File: src/rtl/run_ctrl_pkg.sv
// Shared definitions for the host-side run sequencer.
package run_ctrl_pkg;

  typedef enum logic [2:0] {IDLE, LOAD, INIT, RUN, DRAIN} run_state_t;

  localparam logic [15:0] RUN_TIMEOUT_DEFAULT = 16'hFFFF;

endpackage

File: src/rtl/run_ctrl.sv
// Host run sequencer: load bytes into data memory, pulse core START, time the run, drain results.
// Load/drain move 1 byte/cycle with 0-cycle memory read; in_ready/out_valid stall only the index.
module run_ctrl
  import run_ctrl_pkg::*;
#(
  parameter logic [7:0]  LOAD_BASE    = 8'd0,
  parameter logic [8:0]  LOAD_LEN     = 9'd64,
  parameter logic [7:0]  OUT_BASE     = 8'd64,
  parameter logic [8:0]  OUT_LEN      = 9'd64,
  parameter logic [3:0]  START_CYCLES = 4'd2,
  parameter logic [15:0] TIMEOUT      = RUN_TIMEOUT_DEFAULT
) (
  input  logic        CLK,
  input  logic        reset,
  input  logic        go,
  input  logic        in_valid,
  input  logic [7:0]  in_data,
  output logic        in_ready,
  output logic        out_valid,
  output logic [7:0]  out_data,
  input  logic        out_ready,
  output logic        START,
  input  logic        DONE,
  output logic        mem_own,
  output logic [7:0]  mem_addr,
  output logic        mem_wen,
  output logic        mem_ren,
  output logic [7:0]  mem_wdata,
  input  logic [7:0]  mem_rdata,
  output logic        busy,
  output logic        timed_out,
  output logic [15:0] cycle_count
);

  localparam logic [8:0]  LOAD_LAST = LOAD_LEN - 9'd1;
  localparam logic [8:0]  OUT_LAST  = OUT_LEN - 9'd1;
  localparam logic [8:0]  INIT_LAST = {5'd0, START_CYCLES} - 9'd1;
  localparam logic [15:0] TO_LAST   = TIMEOUT - 16'd1;

  run_state_t  state, state_nxt;
  logic [8:0]  idx, idx_nxt;
  logic [15:0] cycle_count_nxt;
  logic        timed_out_nxt;

  always_ff @(posedge CLK or posedge reset) begin
    if (reset) begin
      state       <= IDLE;
      idx         <= 9'd0;
      cycle_count <= 16'd0;
      timed_out   <= 1'b0;
    end else begin
      state       <= state_nxt;
      idx         <= idx_nxt;
      cycle_count <= cycle_count_nxt;
      timed_out   <= timed_out_nxt;
    end
  end

  always_comb begin
    state_nxt       = state;
    idx_nxt         = idx;
    cycle_count_nxt = cycle_count;
    timed_out_nxt   = timed_out;
    START           = 1'b1;
    mem_own         = 1'b1;
    in_ready        = 1'b0;
    out_valid       = 1'b0;
    mem_wen         = 1'b0;
    mem_ren         = 1'b0;
    mem_addr        = 8'd0;
    mem_wdata       = 8'd0;
    out_data        = 8'd0;

    case (state)
      IDLE: begin
        if (go) begin
          idx_nxt         = 9'd0;
          cycle_count_nxt = 16'd0;
          timed_out_nxt   = 1'b0;
          state_nxt       = (LOAD_LEN == 9'd0) ? INIT : LOAD;
        end
      end
      LOAD: begin
        in_ready  = 1'b1;
        mem_addr  = LOAD_BASE + idx[7:0];
        mem_wdata = in_data;
        mem_wen   = in_valid;
        if (in_valid) begin
          if (idx == LOAD_LAST) begin
            idx_nxt   = 9'd0;
            state_nxt = INIT;
          end else begin
            idx_nxt = idx + 9'd1;
          end
        end
      end
      // idx doubles as the START hold counter and is left at 0 for the drain.
      INIT: begin
        if (idx == INIT_LAST) begin
          idx_nxt   = 9'd0;
          state_nxt = RUN;
        end else begin
          idx_nxt = idx + 9'd1;
        end
      end
      RUN: begin
        START   = 1'b0;
        mem_own = 1'b0;
        if (cycle_count != 16'hFFFF) begin
          cycle_count_nxt = cycle_count + 16'd1;
        end
        // cycle_count is 0 only in the first RUN cycle, where DONE is ignored.
        if (DONE && (cycle_count != 16'd0)) begin
          state_nxt = (OUT_LEN == 9'd0) ? IDLE : DRAIN;
        end else if (cycle_count == TO_LAST) begin
          timed_out_nxt = 1'b1;
          state_nxt     = (OUT_LEN == 9'd0) ? IDLE : DRAIN;
        end
      end
      DRAIN: begin
        mem_ren   = 1'b1;
        out_valid = 1'b1;
        mem_addr  = OUT_BASE + idx[7:0];
        out_data  = mem_rdata;
        if (out_ready) begin
          if (idx == OUT_LAST) begin
            idx_nxt   = 9'd0;
            state_nxt = IDLE;
          end else begin
            idx_nxt = idx + 9'd1;
          end
        end
      end
      default: state_nxt = IDLE;
    endcase
  end

  assign busy = (state != IDLE);

endmodule

File: config.mk
export PLATFORM = sky130hd
export DESIGN_NAME = run_ctrl
export DESIGN_NICKNAME = d
export VERILOG_FILES = /design/src/rtl/run_ctrl_pkg.sv /design/src/rtl/run_ctrl.sv
export SDC_FILE = /design/constraint.sdc
export NUM_CORES = 1
export LEC_CHECK = 0
export CAP_MARGIN = 20
export CORE_UTILIZATION = 49
export DETAILED_ROUTE_END_ITERATION = 8
export PLACE_DENSITY_LB_ADDON = 0.15
export SYNTH_ARGS = -nofsm -noshare
export SYNTH_HDL_FRONTEND = slang
export SYNTH_SLANG_ARGS = --single-unit
File: constraint.sdc
create_clock -name CLK -period 4 [get_ports CLK]
set_clock_uncertainty 0.2 [all_clocks]
set_input_delay 1.2 -clock CLK [delete_from_list [all_inputs] [get_ports CLK]]
set_output_delay 1.2 -clock CLK [all_outputs]
set_load 0.02 [all_outputs]
======== Word level (Yosys, flattened, before mapping) ========
Index checks and enable logic that the tools add are counted.
Widths: inputs -> output; s select.
storage, ports and cells
  register bits after elaboration ......... 29
  output and inout bits ................... 48
  word-level logic and storage cells ...... 64
cells by class
  $add $sub $neg .......................... 3
  equal/unequal tests ..................... 18
  multiplexer cells ....................... 29
  reduce and logical (&&, ||, !) cells .... 10
operator list
  cell                   number
  $mux 9                 5
  $pmux 9 s4             1
  $mux 16                2
  $pmux 16 s2            1
  $mux 3                 8
  $ne 2x2->1 const B     9
  $add 16x1->16 const B  1
  $eq 16x16->1 const B   1
  $mux 8                 2
  $ne 16x16->1 const B   1
  $pmux 8 s2             1
  $reduce_bool 16->1     1
  $pmux 3 s5             1
  $add 9x1->9 const B    1
  $eq 9x1->1 const B     1
  $eq 9x6->1 const B     1
  $add 7x8->8 const A    1
  $reduce_and 4->1       2
  $mux 1                 7
  $reduce_and 7->1       1
  $eq 3x2->1 const B     2
  $reduce_bool 4->1      1
  $eq 3x1->1 const B     1
  $eq 3x3->1 const B     1
  other kinds (7)        7

======== Longest topological paths before layout ========
  depth in word-level cells ............... 4
  gate-level depth with buffers ........... 7
  gate-level depth less buffers ........... 7

======== Worst setup path after synthesis ========
OpenSTA, ideal clock, no wires.
  path kind ............................... flip-flop to output port
  from .................................... reg state[0]
  to ...................................... out mem_addr[6]
  arrival time ............................ 1.452 ns
  data required time ...................... 2.600 ns
  slack ................................... 1.148 ns
  stages on the path, launching flop included .. 7
  buffers on the path ..................... 2
  cells stage by stage .................... dfrtp_1 > buf_2 > nand2b_1 > nor2_1 > clkbuf_1 > nand2_1 > o21ai_0
on the way
  longest elaborated chain between the ends .. 2
  elaborated cells between the ends (all ways) .. 3
  those cells by class .................... eq/ne: 2; mux: 1
RTL lines
  element                                   line            source
  from (decl)                               run_ctrl.sv:40  run_state_t state, state_nxt;
  from (signal assigned)                    run_ctrl.sv:52  state <= state_nxt;
  $eq 3x3->1 or $eq 3x1->1 (tied branches)  run_ctrl.sv:74  case (state)
  $pmux 8 s2 *                              run_ctrl.sv:74
  to (decl)                                 run_ctrl.sv:25  output logic [7:0] mem_addr,
Mark *: on every way between the ends. The rest lies on a longest branch, timed or not.

======== Worst setup path in the final report ========
  from .................................... in in_valid
  to ...................................... out mem_wen
on the way
  longest elaborated chain between the ends .. 1
RTL lines
  element      line            source
  from (decl)  run_ctrl.sv:16  input logic in_valid,
  $mux 1       run_ctrl.sv:74
  to (decl)    run_ctrl.sv:26  output logic mem_wen,
Every way passes these cells.

==> run summary <==
status -> completed
max-cap violation count -> 0
die width -> 65.54 um
Total GRT Usage -> 0.2453
initial antenna violation count -> 0
final hold vios -> 0
RSZ-0062 raised after global routing -> false
Final Max Tran Viols -> 0
final worst-path cycle share -> 0.9541
Max-slew headroom -> 0.6175
setup TNS -> 0 ns
PostCTS Resize Cnt -> 0
sequential share of power -> 0.518
post-route setup slack -> 0.1834 ns
top post-synthesis cells by area -> dfrtp_1 37%, and2_1 6.0%, ha_1 4.4%
net count after synthesis -> 260
Clock Latency Late Sink -> 0.28 ns
Req. time, crit path -> 2.60 ns
footprint of the multi-input gates -> 1137 um2
Worst-Margin Slew -> 0.5717 ns
clock buffer depth -> 2
Final Util -> 0.7349
first-pass GRT wire length -> 8066 um
Root Buffer -> clkbuf_8
Arrival @ worst endpoint -> 2.42 ns
setup bufs post-CTS -> 0
number of diodes -> 0
register area share after synthesis -> 0.3669
# port buffers -> 69
setup violators final -> 0
Post-synth EDFFs -> 0
placer congestion estimate -> 0.8848
asr flop ratio synth -> 1.000
number of remaining DRC errors -> 0
die area -> 4295 um2
sw frac -> 0.2071
FF+latch area -> 725.7 um2
Die Y -> 65.54 um
largest net degree at the start of global routing -> 30
CP endpoint kind -> output port
fin nets -> 327
Synth Register Bits -> 29
hold crit path type -> reg2reg
Unique masters post-synth -> 49
routed wire length per instance -> 14.34 um
Net Sw Power -> 117.3 uW
Rows -> 22
area grow syn2layout -> 40.10%
area leader, netlist -> dfrtp_1
TritonCTS Sinks -> 29
layout cell share with drive strength beyond 1 -> 0.07047
CTS tree -> yes
Int Pwr -> 448.9 uW
fillcell total -> 308
share of Yosys cell area claimed by the top area cell type -> 0.3669
Min Hold Slack -> 0.3340 ns
vias in the first global route -> 1668
H-tree depth -> 2
worst-path fanout max -> 3
startpoint class of the critical path -> input port
WS Path Type -> in2out
DPL Wire Length -> 3591 um
Period minus WS final -> 3.817 ns
Synth Cell Area -> 1978 um2
Worst-path clk slew -> 0.06 ns
Synth Instances -> 231
most common cell after layout, fill and taps aside -> clkdlybuf4s50_1
pre-CTS setup slack -> 0.1755 ns
IO Pins -> 70
P per Cell Area -> 204.3 nW/um2
P_leak -> 0.001112 uW
drt pass-1 iters -> 4
Core Area -> 3771 um2
initial DRC count -> 226
Max IR drop VDD -> 0.0002286 V
via count -> 1950
Post-synth top flop -> dfrtp_1
antenna viol nets, final -> 0
Peak Freq -> 262.0 MHz
most frequent cells in the layout -> 69 x clkdlybuf4s50_1, 29 x dfrtp_1, 22 x nand2_1, 21 x nor2_1, 19 x and2_1
Vias per Instance -> 5.636
Num CTS Buffers -> 5
YS warnings -> 0
routed wire length -> 4962 um
initial core utilization -> 0.5246
Overflow after GRT -> 0
Post-Syn Area per Cell -> 8.563 um2
CTS hold repair buffers -> 0
Logic pwr share -> 0.051
Clock Power Share -> 0.431
per-stage QoR:
step / cells / instance area (um2) / total power [uW]
after detailed placement: 339 / 2685 / 328.1
after CTS: 346 / 2771 / 570.1
after global routing: 346 / 2771 / 586.6
after floorplan: 231 / 1978 / 304.7
final: 346 / 2771 / 566.2
after global placement: 339 / 2685 / 327.5
final timing paths:
kind | slack [ns] | depth (start not counted) | from | endpoint
max in group asynchronous | 2.23 | 3 | reset | state[2]$_DFFE_PP0P_
hold / removal | 0.33 | 2 | timed_out$_DFFE_PP0P_ | timed_out$_DFFE_PP0P_
hold reg to reg | 0.33 | 2 | timed_out$_DFFE_PP0P_ | timed_out$_DFFE_PP0P_
setup / recovery | 0.18 | 3 | in_valid | mem_wen
setup reg to reg | 1.59 | 6 | idx[0]$_DFFE_PP0P_ | state[0]$_DFFE_PP0P_
min in group asynchronous | 1.09 | 3 | reset | cycle_count[4]$_DFFE_PP0P_
cells in the mapped netlist, types with 3 or more instances:
master,number
nand3b_1,3
dfrtp_1,29
nand3_1,9
a21oi_1,13
o21ai_0,4
nand2b_1,3
xnor2_1,10
ha_1,7
nor2_1,21
a211oi_1,3
o22ai_1,5
and3_1,3
clkbuf_1,5
inv_1,17
o21ai_1,3
nand4_1,8
nand2_1,22
mux2i_1,4
buf_4,3
and2_1,19
nor4_1,5
area by class of cell:
type | count | area share
clock buffers | 7 | 0.03115
multi-input cells | 175 | 0.4104
inverters | 17 | 0.02302
repair buffers | 70 | 0.2519
well taps | 48 | 0.02167
flip-flops and latches | 29 | 0.2619
power groups by stage:
stage                     combinational (uW)  sequential (uW)  clock (uW)
after detailed placement                29.4              299           0
after floorplan                         5.93              299           0
final                                   28.9              293         244
after global routing                    31.5              293         262
after global placement                  28.8              299           0
after CTS                               29.5              293         247
routing by layer:
| layer | vias up | part of all wire | GRT usage |
|---|---|---|---|
| met5 | - | 0 | 0 |
| met1 | 914 | 0.46 | 0.3333 |
| li1 | 948 | - | - |
| met3 | 6 | 0.075 | 0.06597 |
| met4 | 0 | 0.0073 | 0.06522 |
| met2 | 82 | 0.46 | 0.3827 |
sequential cells by signal, indices dropped and copies added, names as in the netlist:
signal / cells
timed_out: 1
state: 3
cycle_count: 16
idx: 9
worst max-delay path: stages:
cell and delay [ns]:
clkdlybuf4s50_1 0.50, and2_1 0.13, clkdlybuf4s50_1 0.59
cell families (layout without fill, tap and decap cells):
kind of cell | count (synthesis) | count (layout) | synth area share
muxes | 6 | 6 | 0.03163
DFF | 29 | 29 | 0.3669
AOI/OAI and AO/OA | 46 | 46 | 0.1619
buffers and inverters | 27 | 94 | 0.05819
and+or+nand+nor | 106 | 106 | 0.2929
xor gates and xnor gates | 10 | 10 | 0.04427
adders and majority gates | 7 | 7 | 0.04427
(Power assumes the default switching activity.)
==> variant 1: new RTL, same settings <==
Put one more register stage on the output `cycle_count`. The value now appears one clock later. The other outputs are not delayed to match. Comments in the files are not updated.
--- a/src/rtl/run_ctrl.sv
+++ b/src/rtl/run_ctrl.sv
@@ -37,6 +37,8 @@
   localparam logic [8:0]  INIT_LAST = {5'd0, START_CYCLES} - 9'd1;
   localparam logic [15:0] TO_LAST   = TIMEOUT - 16'd1;
 
+  logic [15:0] cycle_count_s0;
+
   run_state_t  state, state_nxt;
   logic [8:0]  idx, idx_nxt;
   logic [15:0] cycle_count_nxt;
@@ -46,12 +48,12 @@
     if (reset) begin
       state       <= IDLE;
       idx         <= 9'd0;
-      cycle_count <= 16'd0;
+      cycle_count_s0 <= 16'd0;
       timed_out   <= 1'b0;
     end else begin
       state       <= state_nxt;
       idx         <= idx_nxt;
-      cycle_count <= cycle_count_nxt;
+      cycle_count_s0 <= cycle_count_nxt;
       timed_out   <= timed_out_nxt;
     end
   end
@@ -59,7 +61,7 @@
   always_comb begin
     state_nxt       = state;
     idx_nxt         = idx;
-    cycle_count_nxt = cycle_count;
+    cycle_count_nxt = cycle_count_s0;
     timed_out_nxt   = timed_out;
     START           = 1'b1;
     mem_own         = 1'b1;
@@ -106,13 +108,13 @@
       RUN: begin
         START   = 1'b0;
         mem_own = 1'b0;
-        if (cycle_count != 16'hFFFF) begin
-          cycle_count_nxt = cycle_count + 16'd1;
+        if (cycle_count_s0 != 16'hFFFF) begin
+          cycle_count_nxt = cycle_count_s0 + 16'd1;
         end
         // cycle_count is 0 only in the first RUN cycle, where DONE is ignored.
-        if (DONE && (cycle_count != 16'd0)) begin
+        if (DONE && (cycle_count_s0 != 16'd0)) begin
           state_nxt = (OUT_LEN == 9'd0) ? IDLE : DRAIN;
-        end else if (cycle_count == TO_LAST) begin
+        end else if (cycle_count_s0 == TO_LAST) begin
           timed_out_nxt = 1'b1;
           state_nxt     = (OUT_LEN == 9'd0) ? IDLE : DRAIN;
         end
@@ -137,5 +139,9 @@
 
   assign busy = (state != IDLE);
 
+  always_ff @(posedge CLK) begin
+    cycle_count <= cycle_count_s0;
+  end
+
 endmodule
 
Behaviour: no difference found for any inputs over 10 cycles, from zero or initial values and one cycle with reset high; that may be too few to reach the edited logic, so the function may still have changed.
==> variant 1 against the original RTL <==
The flow now finishes with violations (design-rule violations). Final cell count up 7.2%. Synthesized cell count up 7.4%. Via count up 4.7%. Hold slack worse by 0.080 ns. Sequential cell count up 16. Sequential share of layout area up 6.5 points. Critical path depth unchanged. Design area up 16%. Area after synthesis up 19%. Wire length up 5.7%. Worst setup slack better by 0.029 ns. Non-clock buffer count up 6. Highest routed layer unchanged.
Power is not compared: it rests on default switching activity, and its combinational part moved more than twofold at a synthesized area within 25%.
==> variant 1: results (changes against the original RTL) <==
H-tree depth 2 (unchanged); Top FF cell, synth dfrtp_1 (unchanged); static leakage 1.32 nW; status complete, but fails checks (was finished clean); Clock transition at path regs 0.08 ns (was 0.06 ns); most instantiated cells after synthesis dfrtp_1 (29), and2_1 (23), nor2_1 (21) (was dfrtp_1 (29), nand2_1 (22), nor2_1 (21)); initial drt markers 79 (was 226); Pre-antenna DRT Iters 6 (was 4); crit-path max cell delay 0.61 ns (was 0.59 ns); wire per inst 14.1 microns (was 14.3 microns); DR vias 2042 (was 1950); vias in the first global route 1934 (was 1668); post-synthesis cell type count 48 (was 49); Tightest Hold Check Type flip-flop to flip-flop (unchanged); largest net degree at the start of global routing 30 (unchanged); clock buffer depth 2 (unchanged); CP top delay family buffers and inverters (unchanged); main area contributors after synthesis dfrtp_1 (31%), dfxtp_1 (14%), and2_1 (6.1%) (was dfrtp_1 (37%), and2_1 (6.0%), ha_1 (4.4%)); sequential cell area fraction in the yosys report 44.4% (was 36.7%); Clk Latency, worst-skew pair 0.30 ns (was 0.28 ns); asr flop ratio synth 64.4% (was 100%); post-cts gate resize count 1 (was 0); Sw Pwr 0.000635 W; proportion of layout cells with a drive suffix above 1 7.21% (was 7.05%); GR Util All Layers 21.3% (was 24.5%); Net count, final 347 (was 327); Max VDD drop 0.377 mV; worst-margin pin slew 0.790 ns (was 0.572 ns); HPWL Detailed 3.91 mm (was 3.59 mm); failing checks design-rule violations; crit path max fanout 1 (was 3); diode count 0 (unchanged); largest registers cycle_count: 16 flops, cycle_count_s0: 16 flops, idx: 9 flops (was cycle_count: 16 flops, idx: 9 flops, state: 3 flops); Port Buf Inserts 69 (unchanged); Critical Path Slowest Stage Cell clkdlybuf4s50_1 (unchanged); root buf cell clkbuf_8 (unchanged); CTS buffer count 5 (unchanged); Arr. time, crit path 2.39 ns (was 2.42 ns); initial antenna violation count 0 (unchanged); Syn. warnings 0 (unchanged); Post-route DRC 4 (was 0); reg-to-reg slack, setup 1.45 ns (was 1.59 ns); first-pass GRT wire length 8.47 mm (was 8.07 mm); gpl congestion 0.836 (was 0.885); postcts setup bufs 0 (unchanged); Post-Syn Nets 277 (was 260)
## variant 1: changes by cell type after synthesis, moves of 4 or more
cell	delta
inv_1	-8
a21oi_1	-10
and2_1	+4
nand2_1	-4
dfxtp_1	+16
nor4_1	+4
a22o_1	+7
nor3_1	+9
## variant 1: power groups by stage
| stage | sequential [W] | combinational [W] | clock [W] |
|---|---|---|---|
| finish | 0.000571 | 0.000781 | 0.000337 |
| global route | 0.000583 | 0.000843 | 0.000360 |
| CTS | 0.000571 | 0.000788 | 0.000344 |
| detailed placement | 0.000581 | 0.000785 | 0 |
| global placement | 0.000579 | 0.000773 | 0 |
| floorplan | 0.000539 | 0.000537 | 0 |
## variant 1: worst paths after layout
kind	start	to	cells after the start
min in group asynchronous	reset	cycle_count_s0[8]	3
max	in_data[1]	mem_wdata[1]	3
max in group asynchronous	reset	idx[5]	3
min	cycle_count_s0[15]	cycle_count[15]	0
max reg2reg	state[0]	cycle_count_s0[3]	6
min reg2reg	cycle_count_s0[15]	cycle_count[15]	0
## variant 1: cell families after synthesis
family | count (synthesis) | share of synthesized area (%)
AO/OA/AOI/OAI | 34 | 10.8
XOR/XNOR | 11 | 4.09
adder cells (fa/ha/maj) | 7 | 3.72
buffers and inverters | 22 | 4.36
flip-flops | 45 | 44.4
multiplexers | 9 | 4.04
AND/OR/NAND/NOR | 120 | 28.5
## variant 1: per-layer routing
metal	share of wire [%]	global-route usage, %
met5	0	0
met2	51	38.1
met1	44	25.8
met3	4.7	5.77
met4	0.99	4.67
## variant 1: cell type report
type                            count  area [sq um]
Fill cell                         358          1270
Multi-Input combinational cell    181          1210
Sequential cell                    45          1050
Timing Repair Buffer               76           742
Clock buffer                        6          72.6
Tap cell                           52          65.1
Clock inverter                      2          38.8
Inverter                            9          33.8
## variant 1: through the flow
step                      instances  setup WS [ns]  instance area [sq um]  hold WS [ns]
after floorplan                 248          0.839                   2350         0.145
after global placement          363        0.00129                   3090         0.226
after detailed placement        363        -0.0378                   3090         0.233
final                           371          0.213                   3200         0.254
after CTS                       371          0.205                   3200         0.256
after global routing            371          0.175                   3200         0.270
==> variant 2: new RTL, same settings <==
Made on the original files. Change the parameter `OUT_LEN` from 9'd64 to 9'd48.
--- a/src/rtl/run_ctrl.sv
+++ b/src/rtl/run_ctrl.sv
@@ -6,7 +6,7 @@
   parameter logic [7:0]  LOAD_BASE    = 8'd0,
   parameter logic [8:0]  LOAD_LEN     = 9'd64,
   parameter logic [7:0]  OUT_BASE     = 8'd64,
-  parameter logic [8:0]  OUT_LEN      = 9'd64,
+  parameter logic [8:0]  OUT_LEN      = 9'd48,
   parameter logic [3:0]  START_CYCLES = 4'd2,
   parameter logic [15:0] TIMEOUT      = RUN_TIMEOUT_DEFAULT
 ) (
Function: same outputs for any inputs over 10 cycles, from zero or initial values and one cycle with reset high; that may be too few to reach the edited logic, so the function may still have changed.
==> variant 2 against the original RTL <==
Worst setup slack got worse by 0.025 ns. Sequential cell count did not move. Via count grew 3.9%. Wire length rose by 3.5%. Area after synthesis increased by 3.9%. Non-clock buffer count up 4. Design area rose by 3.1%. Highest routed layer unchanged.
Power is not compared: it rests on default switching activity, and its combinational part moved more than twofold at a synthesized area within 25%.
==> variant 2: results (changes against the original RTL) <==
initial drt markers 115 (was 226); cells after synthesis 243 (was 231); Net count, final 341 (was 327); proportion of layout cells with a drive suffix above 1 7.03% (was 7.05%); Non-Filler Instances 363 (was 346); postcts setup bufs 0 (unchanged); Critical Path Slowest Stage Cell clkdlybuf4s50_1 (unchanged); sequential cell area fraction in the yosys report 35.3% (was 36.7%); fillers 335 (was 308); Post-Syn Nets 272 (was 260); gpl congestion 0.835 (was 0.885); Final clock-cell share 2.80% (was 3.12%); main area contributors after synthesis dfrtp_1 (35%), and2_1 (6.1%), nand2_1 (4.9%) (was dfrtp_1 (37%), and2_1 (6.0%), ha_1 (4.4%)); sequential cell area share 25.4% (was 26.2%); R2R cell count 7 (was 6); HPWL Detailed 3.79 mm (was 3.59 mm); Area after DPL 2780 sq um (was 2690 sq um); GR Util All Layers 24.4% (was 24.5%); Clock Sink Count 29 (unchanged); most instantiated cells after synthesis dfrtp_1 (29), nand2_1 (27), nor2_1 (22) (was dfrtp_1 (29), nand2_1 (22), nor2_1 (21)); inverter count 14 (was 17); clock buffer depth 2 (unchanged); worst-margin pin slew 0.597 ns (was 0.572 ns); DR vias 2026 (was 1950); wire per inst 14.1 microns (was 14.3 microns); Signal buffers 74 (was 70); first-pass GRT wire length 8.16 mm (was 8.07 mm); status finished clean (unchanged); footprint of the multi-input gates 1210 sq um (was 1140 sq um); total power draw 0.00147 W; crit path max fanout 4 (was 3); WHS Path Cells 1 (was 2); NonClk Buf Share 25.5% (was 25.2%); clock buf count 8 (was 7); dpl ws 0.154 ns (was 0.175 ns); Arr. time, crit path 2.44 ns (was 2.42 ns); FP Rows 23 (was 22); vias in the first global route 1697 (was 1668)
[variant 2: final timing paths]
check | from | slack, ns | to
min reg2reg | timed_out | 0.30 | timed_out
max | in_valid | 0.16 | mem_wen
max in group asynchronous | reset | 2.22 | cycle_count[2]
max reg2reg | idx[6] | 1.41 | state[2]
min | timed_out | 0.30 | timed_out
min in group asynchronous | reset | 1.10 | idx[5]
[variant 2: cell families after synthesis]
kind of cell	share of synthesized area, %
simple gates	32.3
compound gates	18.1
flops	35.3
buf+inv	5.85
fa+ha+maj	4.26
xor+xnor	2.56
mux	1.52
[variant 2: critical path: cells and delay by family]
kind                   cells  cell delay (ns)
buffers and inverters      2             1.10
AND/OR/NAND/NOR            1             0.14
[variant 2: metal layers]
layer / part of all wire [%] / vias to the layer above / GRT usage (%)
met5: 0 / - / 0
met4: 0.80 / 0 / 7.98
met3: 7.4 / 4 / 5.65
met2: 44 / 68 / 35.0
met1: 47 / 959 / 35.6
li1: - / 995 / -
